$ cat config.mk
export PLATFORM = sky130hd
export DESIGN_NAME = axis_out_packer
export DESIGN_NICKNAME = d
export VERILOG_FILES = /design/src/rtl/axis_out_packer.sv
export SDC_FILE = /design/constraint.sdc
export NUM_CORES = 2
export LEC_CHECK = 0
export CAP_MARGIN = 20
export CORE_UTILIZATION = 40
export DETAILED_ROUTE_END_ITERATION = 16
export HOLD_SLACK_MARGIN = 0.03
export PLACE_DENSITY_LB_ADDON = 0.1
export SLEW_MARGIN = 0
export SYNTH_ARGS = -nofsm -noshare
export SYNTH_HDL_FRONTEND = slang
export SYNTH_SLANG_ARGS = --single-unit
$ cat constraint.sdc
create_clock -name aclk -period 6.4 [get_ports aclk]
set_input_delay 0.64 -clock aclk [delete_from_list [all_inputs] [get_ports aclk]]
set_output_delay 0.64 -clock aclk [all_outputs]
set_load 0.02 [all_outputs]
$ cat src/rtl/axis_out_packer.sv
// AXI-Stream output packer: compacts sparse-tkeep beats into dense full beats,
// emitting a partial beat only to close a packet. Optional `AXIS_OUT_PACKER_COUNT_EN adds o_packet_words.
module axis_out_packer #(
  parameter int Y_BITS = 32,
  parameter int LANES  = 4
) (
  input  logic                    aclk,
  input  logic                    aresetn,
  input  logic                    s_axis_tvalid,
  output logic                    s_axis_tready,
  input  logic                    s_axis_tlast,
  input  logic [LANES*Y_BITS-1:0] s_axis_tdata,
  input  logic [LANES-1:0]        s_axis_tkeep,
  output logic                    m_axis_tvalid,
  input  logic                    m_axis_tready,
  output logic                    m_axis_tlast,
  output logic [LANES*Y_BITS-1:0] m_axis_tdata,
  output logic [LANES-1:0]        m_axis_tkeep
`ifdef AXIS_OUT_PACKER_COUNT_EN
  ,
  output logic [31:0]             o_packet_words
`endif
);

  localparam int DEPTH = 2 * LANES;
  localparam int CW    = $clog2(DEPTH + 1);
  localparam int IW    = $clog2(DEPTH);

  logic [Y_BITS-1:0] buf_q [DEPTH];
  logic [Y_BITS-1:0] buf_d [DEPTH];
  logic [CW-1:0]     count_q, count_d;
  logic [CW-1:0]     out_n, pop_n, add_n, idx;
  logic              flush_q, flush_d;
  logic              push, pop;
  int unsigned       src;

  assign out_n         = (count_q >= CW'(LANES)) ? CW'(LANES) : count_q;
  assign s_axis_tready = !flush_q && (count_q <= CW'(LANES));
  assign m_axis_tvalid = (count_q >= CW'(LANES)) || flush_q;
  assign m_axis_tlast  = flush_q && (count_q <= CW'(LANES));
  assign push          = s_axis_tvalid && s_axis_tready;
  assign pop           = m_axis_tvalid && m_axis_tready;
  assign pop_n         = pop ? out_n : '0;

  always_comb begin
    m_axis_tdata = '0;
    m_axis_tkeep = '0;
    for (int unsigned i = 0; i < LANES; i++) begin
      if (CW'(i) < out_n) begin
        m_axis_tdata[i*Y_BITS +: Y_BITS] = buf_q[i];
        m_axis_tkeep[i]                  = 1'b1;
      end
    end
  end

  // Pop shifts the buffer down first; kept input words then land after the survivors.
  always_comb begin
    src     = 0;
    idx     = count_q - pop_n;
    add_n   = '0;
    flush_d = flush_q;
    for (int unsigned i = 0; i < DEPTH; i++) begin
      src      = i + 32'(pop_n);
      buf_d[i] = '0;
      if (src < DEPTH) buf_d[i] = buf_q[IW'(src)];
    end
    if (push) begin
      for (int unsigned j = 0; j < LANES; j++) begin
        if (s_axis_tkeep[j]) begin
          if (idx < CW'(DEPTH)) buf_d[IW'(idx)] = s_axis_tdata[j*Y_BITS +: Y_BITS];
          idx   = idx + CW'(1);
          add_n = add_n + CW'(1);
        end
      end
    end
    count_d = count_q - pop_n + add_n;
    if (pop && m_axis_tlast) flush_d = 1'b0;
    if (push && s_axis_tlast) flush_d = 1'b1;
  end

  always_ff @(posedge aclk or negedge aresetn) begin
    if (!aresetn) begin
      count_q <= '0;
      flush_q <= 1'b0;
    end else begin
      count_q <= count_d;
      flush_q <= flush_d;
    end
  end

  // Word storage needs no reset: lanes beyond count are masked on the output.
  always_ff @(posedge aclk) begin
    for (int unsigned i = 0; i < DEPTH; i++) buf_q[i] <= buf_d[i];
  end

`ifdef AXIS_OUT_PACKER_COUNT_EN
  logic [31:0] acc_q;

  always_ff @(posedge aclk or negedge aresetn) begin
    if (!aresetn) begin
      acc_q          <= '0;
      o_packet_words <= '0;
    end else if (pop) begin
      if (m_axis_tlast) begin
        o_packet_words <= acc_q + 32'(out_n);
        acc_q          <= '0;
      end else begin
        acc_q <= acc_q + 32'(out_n);
      end
    end
  end
`endif

endmodule

# Yosys cells after proc, flatten, opt, wreduce, memory -nomap -nowiden
# Memories as Yosys holds them, arrays and structs flattened.
# Cells that the tools add are included.
# op_classes
addsub	15
n_mul	0
n_div	0
order_cmp	26
n_eq_ne	0
shift	0
mux	58
n_bitwise	4
n_reduce_logical	13
# ops
op	n
$mux W256	12
$bwmux W256	4
$mux W32	16
$demux W32 S3	4
$mux W4	15
$lt A5 B4 Y1 const B	7
$add A4 B1 Y4 const B	6
$add A3 B4 Y5 const A	4
$lt A4 B4 Y1 const B	5
$ge A4 B4 Y1 const B	4
$lt A4 B1 Y1 const B	4
$not A3 Y4	4
$add A2 B4 Y5 const A	2
$logic_and A1 B1 Y1	10
$lt A1 B4 Y1 const A	2
$lt A2 B4 Y1 const A	2
$mux W1	7
$add A1 B4 Y5 const A	1
$add A4 B4 Y4	1
$ge A4 B3 Y1 const B	1
$le A4 B3 Y1 const B	1
$sub A4 B4 Y4	1
$reduce_bool A2 Y1	1
$logic_not A1 Y1	1
$logic_or A1 B1 Y1	1
# totals
reg_bits	5
latchBits	0
ramBits	256
mem_bits_ro	0
inputBits	137
output_inout_bits	135
wordCells	119
memories	1
# memory_table
memory	words	width	rd	rd_clocked_by_memory_dff	wr	line_no	rtl
buf_q	8	32	12	0	8	29	logic [Y_BITS-1:0] buf_q [DEPTH];

# Logic depth before layout (Yosys ltp)
# depth
depth_word	26
ltp_mapped	26
depth_no_buf	20

# Least setup slack after synthesis
# Ideal clock, no wire load.
# synth_path
path_type	input to register
start	input port m_axis_tready
end	memory buf_q[1][0]
setup_time_ns	0.133
arrival_ns	5.573
required_ns	6.267
setup_slack_ns	0.694
cell_stages	26
path_buffers	8
cell_sequence	buf_2 nor4bb_1 and2_1 clkbuf_1 inv_1 clkbuf_1 clkbuf_1 fa_1 ha_1 nand2_1 and2_1 clkbuf_1 inv_1 ha_1 nor2_1 a21o_1 inv_1 and2_1 o21a_1 and3_1 clkbuf_1 o211ai_2 and2_1 clkbuf_1 clkbuf_1 a21oi_1
# synth_rtl
element	line_no	rtl
start, declared	15	input logic m_axis_tready,
end, declared	29	

==> impl_metrics.env <==
export IMPL_p_per_area_nw_per_um2=592
export IMPL_ios=272
export IMPL_holdCritPathClass="in2async"
export IMPL_finalCritPeriodShare_pct=86.0
export IMPL_drt_total_wl_um=144000
export IMPL_avgSynthCellArea_um2=7.21
export IMPL_synth_adder_area_share_pct=0.638
export IMPL_grt_usage_pct=39.3
export IMPL_required_ns=6.82
export IMPL_peakVddDrop_mv=0.367
export IMPL_layout_nets=3932
export IMPL_clk_insertion_delay_late_ns=0.59
export IMPL_cts_tree="done"
export IMPL_crit_arrival_ns=5.93
export IMPL_cts_root_buf="clkbuf_16"
export IMPL_start_kind="flop"
export IMPL_synth_xor_area_share_pct=0.719
export IMPL_final_common_cell="nand2_1"
export IMPL_cp_cell_sequence="nor4bb_4 -> and2_4 -> inv_2 -> fa_1 -> ha_1 -> nand2_1 -> and2_1 -> inv_1 -> ha_1 -> nor2_1 -> a21o_1 -> inv_1 -> ha_1 -> nand2b_1 -> mux2i_1 -> a32oi_1 -> nor2_1 -> o21ai_4 -> nand2_2 -> o221ai_1"
export IMPL_grt_max_degree=138
export IMPL_post_cts_setup_buffers=0
export IMPL_skew_ns=0.0266
export IMPL_seq_area_frac_synth_pct=18.9
export IMPL_clkTransAtPathRegs_ns=0.06
export IMPL_cts_buffers=37
export IMPL_wire_per_inst_um=30.3
export IMPL_max_slew_margin_pct=23.3
export IMPL_initial_core_util_pct=40.5
export IMPL_slowest_stage="nand2_2"
export IMPL_clock_path_buffers=3
export IMPL_synth_cell_types=69
export IMPL_areaGrowthSynthToFinish_pct=15.9
export IMPL_gp_congestion=0.920
export IMPL_cap_violations=0
export IMPL_max_stage_delay_ns=0.71
export IMPL_cts_resized=0
export IMPL_hold_viol_final=0
export IMPL_place_ws_ns=0.822
export IMPL_synth_nets=4013
export IMPL_synthCells=3863
export IMPL_yosys_register_bits=261
export IMPL_routed_via_density=6.87
export IMPL_drtIter0Drc=4154
export IMPL_regArea_um2=5260
export IMPL_final_util_pct=47.0
export IMPL_synth_compound_area_share_pct=32.3
export IMPL_layout_drive_gt1_share_pct=8.96
export IMPL_tightest_slew_ns=1.15
export IMPL_dr_pass1_iters=8
export IMPL_setup_tns_final_ns=0
export IMPL_crit_path_max_fanout=23
export IMPL_die_area_um2=70700
export IMPL_synth_edf_count=0
export IMPL_synthSimpleGateAreaFrac_pct=19.1
export IMPL_synth_top_family_by_area="compound AO/OA/AOI/OAI gates"
export IMPL_synth_top_cells_by_area="dfxtp_1, mux2i_1, nand2_1"
export IMPL_path_common_cell="ha_1"
export IMPL_cts_sinks=261
export IMPL_drv_slew=0
export IMPL_drtAntennaViolNets=0
export IMPL_gr_total_overflow=0
export IMPL_rows=96
export IMPL_multi_input_area_um2=21000
export IMPL_leakage_nw=12.0
export IMPL_fill_cells=6854
export IMPL_status="completed"
export IMPL_drc=0
export IMPL_rsz0062_at_grt="no"
export IMPL_synth_warnings=0
export IMPL_grt_pass1_vias=30240
export IMPL_layout_setup_ws_ns=0.895
export IMPL_ys_async_sr_fraction_pct=1.92
export IMPL_muxShareOfSynthArea_pct=21.3
export IMPL_route_vias_total=32534
export IMPL_path_class="reg2reg"
export IMPL_fmax_mhz=182
export IMPL_core_area_um2=68700
export IMPL_dp_hpwl_um=82300
export IMPL_critPathCaptureType="flop"
export IMPL_die_width_um=266
export IMPL_die_h_um=266
export IMPL_grt_pass1_wl_um=209000
export IMPL_setup_viol=0
export IMPL_mostFrequentLayoutCells="nand2_1, a21oi_1, mux2i_1"
export IMPL_netlist_top_cell_by_area="dfxtp_1"
export IMPL_yosys_area_top_type_share_pct=18.4
export IMPL_min_period_ns=5.51
export IMPL_cts_hold_buf=0
export IMPL_portBuffers=271
export IMPL_htree_levels=2
export IMPL_synthFlopType="dfxtp_1"
export IMPL_antenna_found_initial=1
export IMPL_whs_ns=0.293
export IMPL_syn_area_um2=27900
-- metrics by stage --
stage / cells / power [W] / cell area (um^2)
2_1_floorplan: 3863 / 0.0119 / 27900
3_3_place_gp: 4671 / 0.0165 / 31100
3_5_place_dp: 4672 / 0.0166 / 31100
4_1_cts: 4735 / 0.0187 / 32200
5_1_grt: 4737 / 0.0201 / 32300
6_report: 4739 / 0.0191 / 32300
-- layer usage --
metal  track usage, %  part of all wire, %  up-vias
met4             20.5                  5.6        0
met5                0                    0        -
met2             60.2                   43     2383
li1                 -                    -    14237
met1             51.8                   39    15396
met3             8.29                   12      518
-- registers in the layout (all words and copies together), names as in the netlist --
register and cells:
buf_q 256, count_q 4, flush_q 1
-- synth_stat cells (all sizes together) (2+ instances only) --
library cell	instances
a211o	29
a211oi	89
a21o	3
a21oi	411
a221oi	38
a22oi	40
a311oi	2
a31oi	31
a32o	3
a32oi	3
and2	101
and3	2
and3b	2
buf	68
clkbuf	414
clkinv	3
dfrtp	5
dfxtp	256
fa	2
ha	11
inv	24
mux2	62
mux2i	378
mux4	64
nand2	578
nand2b	3
nand3	37
nand4	2
nor2	331
nor2b	67
nor3	5
nor3b	31
o2111ai	42
o211ai	85
o21a	6
o21ai	208
o221ai	209
o22a	60
o22ai	53
o31ai	34
or3	33
or4	8
xnor2	10
xnor3	2
xor2	5
-- area by class of cell --
class,instances,share of cell area (%)
antenna,2,0.0155
sequential,261,16.3
multi-input combinational,3093,65.0
inverter,27,0.322
clock inverter,9,0.248
clock buffer,54,3.28
tap,931,3.61
timing repair buffer,362,11.2
-- critical path, delay by kind of cell (launching register included) --
| kind | cells | cell delay [ns] |
|---|---|---|
| AND/OR/NAND/NOR | 8 | 2.22 |
| adder cells (fa/ha/maj) | 4 | 1.50 |
| AO/OA/AOI/OAI | 4 | 0.65 |
| flip-flops | 1 | 0.54 |
| multiplexers | 1 | 0.21 |
| buffers and inverters | 3 | 0.20 |
-- cells by family after synthesis --
group	Yosys count
other cells	1
simple gates	1208
buf+inv	509
xor+xnor	18
flops	261
compound gates	1349
fa+ha+maj	13
mux	504
-- worst paths after layout --
check,slack (ns),depth (start not counted),from,to
setup / recovery,0.89,20,flush_q$_DFFE_PN0P_,buf_q[2][28]$_DFF_P_
hold / removal,0.29,1,aresetn,count_q[0]$_DFF_PN0_
setup reg to reg,0.89,20,flush_q$_DFFE_PN0P_,buf_q[2][28]$_DFF_P_
hold reg to reg,0.69,4,buf_q[7][21]$_DFF_P_,buf_q[6][21]$_DFF_P_
max in group asynchronous,5.88,1,aresetn,count_q[1]$_DFF_PN0_
min in group aclk,0.69,4,buf_q[7][21]$_DFF_P_,buf_q[6][21]$_DFF_P_
-- power breakdown --
part           leakage (nW)  internal [W]  total [W]  switching (W)
Sequential             2.17       0.00234    0.00323       0.000889
Clock                 0.561       0.00119    0.00213       0.000943
Combinational          9.24       0.00536     0.0138        0.00840
(Power assumes the default switching activity.)
